--- src/rtl/fixedpoint_pkg.sv ---
// Shared types and helpers for the fixed-point to float32 converter.
package fixedpoint_pkg;

  typedef enum logic [1:0] {
    IDLE,
    NORM,
    DONE
  } state_t;

  localparam int FP32_BIAS  = 127;
  localparam int FP32_EXP_W = 8;
  localparam int FP32_MAN_W = 23;

  // frac holds the 23 mantissa bits below the leading one plus the guard bit.
  function automatic logic [31:0] fp32_pack(
    input logic        sign,
    input logic [8:0]  e,
    input logic [23:0] frac,
    input logic        rnd
  );
    logic [FP32_MAN_W:0]   sum;
    logic [8:0]            ex;
    logic [FP32_MAN_W-1:0] man;
    sum = {1'b0, frac[23:1]} + {{FP32_MAN_W{1'b0}}, rnd & frac[0]};
    ex  = e;
    man = sum[FP32_MAN_W-1:0];
    if (sum[FP32_MAN_W]) begin
      man = '0;
      ex  = e + 9'd1;
    end
    return {sign, ex[FP32_EXP_W-1:0], man};
  endfunction

endpackage

--- src/rtl/seq_fixedpoint_to_float32.sv ---
// Signed fixed point to float32, normalising one bit per cycle.
module seq_fixedpoint_to_float32
  import fixedpoint_pkg::*;
#(
  parameter int WOI   = 8,
  parameter int WOF   = 8,
  parameter int ROUND = 1
) (
  input  logic             clk,
  input  logic             rstn,
  input  logic             in_valid,
  output logic             in_ready,
  input  logic [WOI+WOF-1:0] in,
  output logic             out_valid,
  input  logic             out_ready,
  output logic [31:0]      out
);

  localparam int W = WOI + WOF;

  state_t         state_q, state_d;
  logic           sign_q, sign_d;
  logic [W-1:0]   mag_q, mag_d;
  logic [8:0]     e_q, e_d;
  logic [31:0]    out_q, out_d;
  logic [23:0]    frac;

  // Bits below the leading one, zero-padded when W is narrow.
  assign frac = 24'({mag_q, 24'b0} >> (W - 1));

  assign in_ready  = (state_q == IDLE);
  assign out_valid = (state_q == DONE);
  assign out       = out_q;

  always_comb begin
    state_d = state_q;
    sign_d  = sign_q;
    mag_d   = mag_q;
    e_d     = e_q;
    out_d   = out_q;
    unique case (state_q)
      IDLE: begin
        if (in_valid) begin
          sign_d  = in[W-1];
          mag_d   = in[W-1] ? ('0 - in) : in;
          e_d     = 9'(FP32_BIAS + WOI - 1);
          state_d = NORM;
        end
      end
      NORM: begin
        if (mag_q == '0) begin
          out_d   = '0;
          state_d = DONE;
        end else if (mag_q[W-1]) begin
          out_d   = fp32_pack(sign_q, e_q, frac, ROUND != 0);
          state_d = DONE;
        end else begin
          mag_d = mag_q << 1;
          e_d   = e_q - 9'd1;
        end
      end
      DONE: begin
        if (out_ready) state_d = IDLE;
      end
      default: state_d = IDLE;
    endcase
  end

  always_ff @(posedge clk) begin
    if (!rstn) begin
      state_q <= IDLE;
      sign_q  <= 1'b0;
      mag_q   <= '0;
      e_q     <= '0;
      out_q   <= '0;
    end else begin
      state_q <= state_d;
      sign_q  <= sign_d;
      mag_q   <= mag_d;
      e_q     <= e_d;
      out_q   <= out_d;
    end
  end

endmodule

--- config.mk ---
export PLATFORM = sky130hd
export DESIGN_NAME = seq_fixedpoint_to_float32
export DESIGN_NICKNAME = d
export VERILOG_FILES = /design/src/rtl/fixedpoint_pkg.sv /design/src/rtl/seq_fixedpoint_to_float32.sv
export SDC_FILE = /design/constraint.sdc
export NUM_CORES = 1
export LEC_CHECK = 0
export CORE_MARGIN = 2
export CORE_UTILIZATION = 31
export CTS_CLUSTER_SIZE = 25
export DETAILED_ROUTE_END_ITERATION = 8
export HOLD_SLACK_MARGIN = 0.05
export PLACE_DENSITY = 0.6
export SLEW_MARGIN = 10
export SYNTH_ARGS = -nofsm -noshare
export SYNTH_HDL_FRONTEND = slang
export SYNTH_SLANG_ARGS = --single-unit
export TNS_END_PERCENT = 30
--- constraint.sdc ---
create_clock -name clk -period 2.6 [get_ports clk]
set_input_delay 0.78 -clock clk [delete_from_list [all_inputs] [get_ports clk]]
set_output_delay 0.78 -clock clk [all_outputs]
set_load 0.01 [all_outputs]
==> results of run 1 <==
==> metal layers <==
layer	wire length, um	vias up	share of wire	track usage
li1	-	1118	-	-
met1	2930	1031	0.47	0.217
met2	2970	81	0.47	0.251
met3	367	4	0.058	0.0255
met4	21	0	0.0033	0.0261
met5	0	-	0	0
==> report_power, final <==
group	switching [mW]	total (mW)	leakage, nW	internal, mW
clock network	0.265	0.577	0.0612	0.312
registers	0.0714	0.917	0.416	0.846
logic	0.256	0.469	0.662	0.213
total	0.593	1.96	1.14	1.37
==> cell usage after synthesis (4+ instances only) <==
| cell type | n |
|---|---|
| dfxtp_1 | 51 |
| nor2_1 | 35 |
| a22oi_1 | 28 |
| nand2_1 | 18 |
| a21oi_1 | 14 |
| o21ai_0 | 13 |
| clkbuf_1 | 12 |
| buf_4 | 8 |
| nor2b_1 | 8 |
| xnor2_1 | 8 |
| inv_1 | 7 |
| xor2_1 | 6 |
| a21boi_0 | 5 |
| nor4_1 | 5 |
| a221oi_1 | 4 |
| a31oi_1 | 4 |
| nand3_1 | 4 |
| nor3_1 | 4 |
| o31ai_1 | 4 |
==> worst paths after layout <==
check / slack, ns / startpoint / to / cells past startpoint
max: 0.30 / in[1] / mag_q[14] / 8
min: 0.47 / sign_q / sign_q / 2
max reg2reg: 0.60 / state_q[1] / e_q[5] / 5
min reg2reg: 0.47 / sign_q / sign_q / 2
==> worst reg2reg max path, stage by stage, from the launching register on <==
cell	delay (ns)
dfxtp_1	0.33
nand2b_1	0.35
nor2_4	0.33
a21oi_2	0.12
or4_2	0.64
a21oi_1	0.15
==> stage by stage <==
| stage | std cells | power, mW | cell area, um2 | utilization | worst slack, ns |
|---|---|---|---|---|---|
| 5_1_grt | 438 | 2.07 | 3140 | 0.413 | 0.197 |
| 2_1_floorplan | 286 | 1.23 | 2420 | - | 0.478 |
| 4_1_cts | 438 | 1.98 | 3140 | 0.413 | 0.314 |
| 6_report | 438 | 1.96 | 3140 | 0.413 | 0.304 |
| 3_3_place_gp | 430 | 1.40 | 3030 | 0.398 | 0.0831 |
| 3_5_place_dp | 430 | 1.40 | 3030 | 0.398 | -0.00603 |
==> flip-flops by register name (all words and copies together), names as in the netlist <==
name,flops
out,24
mag_q,16
e_q,8
state_q,2
sign_q,1
==> cell families after synthesis <==
family          share of synthesized area
simple gates                        0.207
mux                               0.00418
xor+xnor                           0.0511
other cells                       0.00156
compound gates                      0.240
flops                               0.426
fa+ha+maj                          0.0104
buf+inv                            0.0600
==> cell type report <==
cell class                      instances  area, um2
Fill cell                             801       4460
Clock inverter                          2       35.0
Timing Repair Buffer                   63        586
Multi-Input combinational cell        205       1260
Clock buffer                            6       82.6
Inverter                                9       33.8
Sequential cell                        51       1020
Tap cell                              102        128
==> flow_summary.toml, run 1 <==
[synthesis]
postSynth.topFlopCell = "dfxtp_1"
synth.largest_area_cell = "dfxtp_1"
synth.area.top_cells = "dfxtp_1 (43%), a22oi_1 (8.8%), nor2_1 (5.5%)"
synth-warning-count = 0
synthesis.area_um2 = 2400
yosys.cell_types.count = 47
synth_seq_cells = 51
synthCells = 279
synth_seq_area_share = 0.426
syn-mean-instance-area_um2 = 8.59
share_of_flip_flops_with_an_asynchronous_set_or_reset_after_synthesis = 0
synth-edff-count = 0
yosys.area.top_type_share = 0.426

[layout]
syn_to_final_growth_pct = 31.2
fin_nets = 357
layout_common_cells = "dfxtp_1 (51), clkdlybuf4s50_1 (45), nor2_1 (35)"
fraction_of_layout_instances_using_a_drive_strength_above_1 = 0.107
mostFrequentLayoutCell = "dfxtp_1"
antenna-diode-count = 0

[cts]
number_of_gates_resized_after_cts = 0
clock_sink_count = 51
clk_root_buffer_cell = "clkbuf_8"
clock_insertion_delay_worst_skew_ns = 0.31
postCtsHoldBufs = 0
tritoncts = "yes"
clock_tree.htree_level_count = 2
clockBufferDepth = 2
cts_made_buffers = 5
cts_post_setup_buffers_inserted = 0
path_clk_slew_ns = 0.09

[power]
cellPowerDensity_nw_per_um2 = 624
vdd.ir_drop.worst_v = 0.000272
p_leak_nw = 1.14

[sta]
whs_ns = 0.473
setup_viol_count_final = 0
grt_setup_unrepaired = "no"
timing_hold_violations_final = 0
report.final.slew_viol_count = 0
fmax_mhz = 436
finalWorstPathRequiredPeriod_ns = 2.30
worst_clock_skew_ns = 0.0104
timing.final.crit_share = 0.883
setup_total_negative_slack_ns = 0

[worst_setup_path]
timing.setup.critical_path_class = "primary input to flop"
worst_ep_required_time_ns = 2.80
path_buf_inv = 2
critical_path.cell_chain = "clkdlybuf4s50_1 > inv_1 > ha_1 > nor2b_1 > nand4_1 > nor4b_1 > a211oi_1 > a21oi_1"
worst_path_max_fanout = 4
cpPeakStageDelay_ns = 0.47
critical_path.startpoint_type = "primary input"
critical_path.endpoint_type = "flop"
worstPathArrival_ns = 2.50
cpLargestDelayFamily = "simple AND/OR/NAND/NOR gates"
critical_path.slowest_cell = "clkdlybuf4s50_1"

[place]
routabilityCongestion = 0.906
io_buffers = 45
dp_hpwl_mm = 4.66

[detailed_routing]
vias_per_cell = 5.10
drt-initial-drc-count = 161
routed_wire_length_per_instance_um = 14.3
drtPass1Iterations = 4
detail_route.wirelength_mm = 6.29
antenna_violating_nets_post_route = 0
via_count = 2234
number_of_remaining_drc_errors = 0

[hold_path]
timing.hold.worst.class = "flop to flop"

[floorplanning]
pin_count = 54
die_height_um = 91.9
starting_density_of_the_core = 0.315
design.die.area_um2 = 8450
placeableCoreArea_um2 = 7610
core.rowCount = 32
die_w_um = 91.9

[status]
status = "finished clean"

[global_routing]
first_pass_grt_wire_length_mm = 10.6
tot_gr_track_use = 0.154
vias_in_the_first_global_route = 2178
globalRoute.totalOverflow = 0
grt_start_max_net_pins = 25
antenna_found_initial = 0

[flow_run]
cap_viol_max_count = 0
No activity file was read; power rests on OpenSTA's default activity.
==> inputs of run 2 (changes only) <==
--- a/config.mk
+++ b/config.mk
@@ -9,6 +9,7 @@
 export CORE_UTILIZATION = 31
 export CTS_CLUSTER_SIZE = 25
 export DETAILED_ROUTE_END_ITERATION = 8
+export GPL_TIMING_DRIVEN = 0
 export HOLD_SLACK_MARGIN = 0.05
 export PLACE_DENSITY = 0.6
 export SLEW_MARGIN = 10
==> constraint.sdc (replaced) <==
create_clock -name clk -period 2.6 [get_ports clk]
set_input_delay 0.65 -clock clk [delete_from_list [all_inputs] [get_ports clk]]
set_output_delay 0.65 -clock clk [all_outputs]
set_load 0.01 [all_outputs]
==> flow_summary.toml, run 2 (same netlist as run 1, synthesis figures left out) <==
[status]
status = "finished clean"

[global_routing]
antenna_found_initial = 0
tot_gr_track_use = 0.155
vias_in_the_first_global_route = 2162
globalRoute.totalOverflow = 0
grt_start_max_net_pins = 19
first_pass_grt_wire_length_mm = 10.5

[worst_setup_path]
worst_ep_required_time_ns = 2.81
critical_path.endpoint = "mag_q[13]"
worstPathArrival_ns = 2.60
rr_startpoint = "mag_q[4]"
reg2reg_slack_ns = 0.48
rr_endpoint = "out[27]"
critical_path.startpoint_type = "primary input"
worst_path_max_fanout = 5
worst-r2r-cell-count = 6
critical_path.endpoint_type = "flop"
crit_start = "in[8]"
timing.setup.critical_path_class = "primary input to flop"

[sta]
finalWorstPathRequiredPeriod_ns = 2.39
worst_clock_skew_ns = 0.00813
max-slew-margin-rel = 0.506
grt_setup_unrepaired = "no"
setup_viol_count_final = 0
timing.final.crit_share = 0.921
timing_hold_violations_final = 0
tightest_slew_ns = 0.734
fmax_mhz = 418
report.final.slew_viol_count = 0

[detailed_routing]
routed_wire_length_per_instance_um = 14.7
drtPass1Iterations = 6
drt-initial-drc-count = 196
number_of_remaining_drc_errors = 0
antenna_violating_nets_post_route = 0
detail_route.wirelength_mm = 6.49
via_count = 2266
vias_per_cell = 5.15

[layout]
layout_common_cells = "dfxtp_1 (51), clkdlybuf4s50_1 (44), nor2_1 (35)"
layoutNonFillerInstCount = 440
fin_util = 0.407
stdcell_area_um2 = 3100
fraction_of_layout_instances_using_a_drive_strength_above_1 = 0.0799
fin_nets = 359
syn_to_final_growth_pct = 29.2
fillerInstances = 794
antenna-diode-count = 0
largest_reg_flops = 24
mostFrequentLayoutCell = "dfxtp_1"

[cts]
tritoncts = "yes"
postCtsHoldBufs = 0
path_clk_slew_ns = 0.11
clock_sink_count = 51
clock_tree.htree_level_count = 2
clock_insertion_delay_worst_skew_ns = 0.31
clockBufferDepth = 2
cts_made_buffers = 5
clk_root_buffer_cell = "clkbuf_8"

[flow_run]
cap_viol_max_count = 0

[floorplanning]
pin_count = 54
placeableCoreArea_um2 = 7610
design.die.area_um2 = 8450
starting_density_of_the_core = 0.315
core.rowCount = 32
die_w_um = 91.9
die_height_um = 91.9

[place]
routabilityCongestion = 0.929
dp_hpwl_mm = 4.83
post-place-cells = 432
total_placed_instance_area_um2 = 2990
io_buffers = 44

[hold_path]
timing.hold.worst.class = "flop to flop"

[power]
vdd.ir_drop.worst_v = 0.000296
sequentialPowerShare = 0.489
internal_power_mw = 1.24
clockPowerShare = 0.270
combinationalPowerShare = 0.241
p_leak_nw = 1.10
p_sw_frac = 0.338
cellPowerDensity_nw_per_um2 = 605
power.net_switching_mw = 0.634
==> run 2: cell types whose count changed in the layout (fill, tap and decap cells not counted), sizes merged <==
cell and delta:
clkbuf +11, inv +1, bufinv -1, clkdlybuf4s50 -1
clkinv +1, buf -9
==> run 2: how the worst min path moves through the flow <==
| stage | startpoint | to | cells past startpoint | slack, ns |
|---|---|---|---|---|
| 2_1_floorplan | sign_q | sign_q | 2 | 0.44 |
| 3_3_place_gp | sign_q | sign_q | 2 | 0.45 |
| 3_5_place_dp | sign_q | sign_q | 2 | 0.46 |
| 4_1_cts | sign_q | sign_q | 2 | 0.48 |
| 5_1_grt | sign_q | sign_q | 2 | 0.51 |
| 6_report | sign_q | sign_q | 2 | 0.48 |
==> run 2: area by class of cell <==
class | instances | area (um2) | area share
multi-input combinational | 205 | 1270 | 0.409
sequential | 51 | 1020 | 0.330
timing repair buffer | 44 | 440 | 0.142
tap | 102 | 128 | 0.0412
buffer | 21 | 110 | 0.0355
clock buffer | 5 | 68.8 | 0.0222
inverter | 9 | 33.8 | 0.0109
clock inverter | 3 | 28.8 | 0.00929
==> run 2: per-stage QoR <==
| stage | setup slack [ns] | power, mW | setup TNS (ns) | hold slack (ns) |
|---|---|---|---|---|
| floorplan | 0.608 | 1.23 | 0 | 0.444 |
| global placement | -0.0982 | 1.38 | -0.251 | 0.454 |
| detailed placement | -0.160 | 1.38 | -0.515 | 0.464 |
| CTS | 0.166 | 1.89 | 0 | 0.479 |
| global route | 0.0293 | 1.97 | 0 | 0.514 |
| finish | 0.206 | 1.88 | 0 | 0.478 |
==> run 2: critical path, stage by stage <==
cell and delay, ns:
clkdlybuf4s50_1 0.48, nor4_1 0.68, a41oi_1 0.24, xor2_1 0.21
a221oi_1 0.26, nor2_1 0.10
==> run 2: layer usage <==
metal / up-vias / global-route usage / wire length [um]
li1: 1127 / - / -
met4: 0 / 0.0398 / 66
met5: - / 0 / 0
met1: 1050 / 0.204 / 2890
met3: 9 / 0.0288 / 420
met2: 80 / 0.263 / 3110
==> run 2: what timing repair did <==
action | 4_1_cts | 5_1_grt
endpoints found under the setup margin | 0 | 4
buffers inserted | 0 | 0
gates resized for setup | 0 | 1
==> run 2: power by group through the flow <==
stage / clock network, mW / logic, mW / registers, mW
detailed placement: 0 / 0.449 / 0.935
global route: 0.540 / 0.506 / 0.926
floorplan: 0 / 0.314 / 0.911
global placement: 0 / 0.443 / 0.935
finish: 0.506 / 0.452 / 0.918
CTS: 0.517 / 0.451 / 0.918
==> inputs of run 3 (changes only) <==
--- a/config.mk
+++ b/config.mk
@@ -6,12 +6,12 @@
 export NUM_CORES = 1
 export LEC_CHECK = 0
 export CORE_MARGIN = 2
-export CORE_UTILIZATION = 31
+export CORE_UTILIZATION = 24
 export CTS_CLUSTER_SIZE = 25
 export DETAILED_ROUTE_END_ITERATION = 8
 export GPL_TIMING_DRIVEN = 0
 export HOLD_SLACK_MARGIN = 0.05
-export PLACE_DENSITY = 0.6
+export PLACE_DENSITY = 0.5
 export SLEW_MARGIN = 10
 export SYNTH_ARGS = -nofsm -noshare
 export SYNTH_HDL_FRONTEND = slang
==> flow_summary.toml, run 3 (same netlist as run 1, synthesis figures left out) <==
[status]
status = "finished clean"

[floorplanning]
design.die.area_um2 = 10800
die_height_um = 104
die_w_um = 104
starting_density_of_the_core = 0.246
core.rowCount = 36
pin_count = 54
placeableCoreArea_um2 = 9730

[layout]
fillerInstances = 1057
stdcell_area_um2 = 3150
fraction_of_layout_instances_using_a_drive_strength_above_1 = 0.0801
multi_input_area_um2 = 1270
layout_common_cells = "dfxtp_1 (51), clkdlybuf4s50_1 (44), nor2_1 (35)"
largest_reg_flops = 24
fin_nets = 359
mostFrequentLayoutCell = "dfxtp_1"
syn_to_final_growth_pct = 31.5
antenna-diode-count = 0
ff_latch_area_um2 = 1020
layoutNonFillerInstCount = 470

[cts]
clockBufferDepth = 2
postCtsHoldBufs = 0
tritoncts = "yes"
cts_made_buffers = 5
clock_insertion_delay_worst_skew_ns = 0.30
clock_tree.htree_level_count = 2
clk_root_buffer_cell = "clkbuf_8"
path_clk_slew_ns = 0.10
clock_sink_count = 51

[sta]
worst_clock_skew_ns = 0.00654
report.final.slew_viol_count = 0
setup_total_negative_slack_ns = 0
whs_ns = 0.468
tightest_slew_ns = 0.645
fmax_mhz = 433
grt_setup_unrepaired = "no"
timing.final.crit_share = 0.888
timing_hold_violations_final = 0
finalWorstPathRequiredPeriod_ns = 2.31
setup_viol_count_final = 0
max-slew-margin-rel = 0.567

[power]
p_leak_nw = 1.10
totalPowerFinal_mw = 1.93
vdd.ir_drop.worst_v = 0.000217
cellPowerDensity_nw_per_um2 = 613

[global_routing]
globalRoute.totalOverflow = 0
grt_start_max_net_pins = 16
vias_in_the_first_global_route = 2247
antenna_found_initial = 0
tot_gr_track_use = 0.126
first_pass_grt_wire_length_mm = 11.3

[detailed_routing]
detail_route.wirelength_mm = 6.82
number_of_remaining_drc_errors = 0
routed_wire_length_per_instance_um = 14.5
drt-initial-drc-count = 166
vias_per_cell = 4.70
via_count = 2211
antenna_violating_nets_post_route = 0
drtPass1Iterations = 4

[worst_setup_path]
worst_ep_required_time_ns = 2.79
critical_path.endpoint_type = "flop"
cpPeakStageDelay_ns = 0.54
worst_path_max_fanout = 5
reg2reg_slack_ns = 0.35
timing.setup.critical_path_class = "primary input to flop"
critical_path.cell_chain = "clkdlybuf4s50_1 > nor3_1 > a41oi_1 > xor2_1 > a221oi_1 > nor2_1"
critical_path.slowest_cell = "nor3_1"
critical_path.startpoint_type = "primary input"
worstPathArrival_ns = 2.50

[flow_run]
cap_viol_max_count = 0

[hold_path]
timing.hold.worst.class = "flop to flop"

[place]
io_buffers = 44
total_placed_instance_area_um2 = 3030
post-place-cells = 463
dp_hpwl_mm = 5.19
routabilityCongestion = 0.866
-- run 3: cell types whose count changed in the layout (fill, tap and decap cells not counted), sizes merged --
cell / before / now
inv: 8 / 7
clkinv: 4 / 2
clkinvlp: 0 / 1
bufinv: 0 / 1
-- run 3: repair_timing --
action,4_1_cts,5_1_grt
setup buffers,0,0
resized for setup,0,2
endpoints found under the setup margin,0,3
-- run 3: worst paths after layout --
kind,from,endpoint,cells past startpoint
worst min register to register,sign_q,sign_q,2
worst max register to register,mag_q[4],out[28],6
worst max-delay path,in[0],mag_q[13],6
worst min-delay path,sign_q,sign_q,2
-- run 3: layer usage --
layer | track usage | vias up | routed length (um)
met1 | 0.176 | 1041 | 3390
met4 | 0.0309 | 0 | 63
met2 | 0.199 | 46 | 3120
li1 | - | 1117 | -
met3 | 0.0263 | 7 | 257
met5 | 0 | - | 0
-- run 3: layout make-up --
cell class | count | share of cell area
plain buffers | 21 | 0.0349
clock buffers | 5 | 0.0218
clock inverters | 2 | 0.0119
inverters | 9 | 0.0107
multi-input cells | 205 | 0.404
flip-flops and latches | 51 | 0.324
well taps | 133 | 0.0528
repair buffers | 44 | 0.140
-- run 3: power breakdown --
| part | internal (mW) | leakage (nW) | total (mW) | switching, mW |
|---|---|---|---|---|
| registers | 0.846 | 0.416 | 0.917 | 0.0712 |
| clock network | 0.282 | 0.0502 | 0.553 | 0.271 |
| logic | 0.196 | 0.633 | 0.462 | 0.266 |
| total | 1.32 | 1.10 | 1.93 | 0.608 |
-- run 3: worst max-delay path: cells and delay by family --
kind	cells	cell delay [ns]
buffers and inverters	1	0.48
AO/OA/AOI/OAI	2	0.53
XOR/XNOR	1	0.21
AND/OR/NAND/NOR	2	0.62
-- run 3: through the flow --
stage / utilization / setup slack [ns]
after global routing: 0.324 / 0.144
after CTS: 0.322 / 0.126
after detailed placement: 0.311 / -0.203
after floorplan: - / 0.608
final: 0.324 / 0.290
after global placement: 0.311 / -0.124
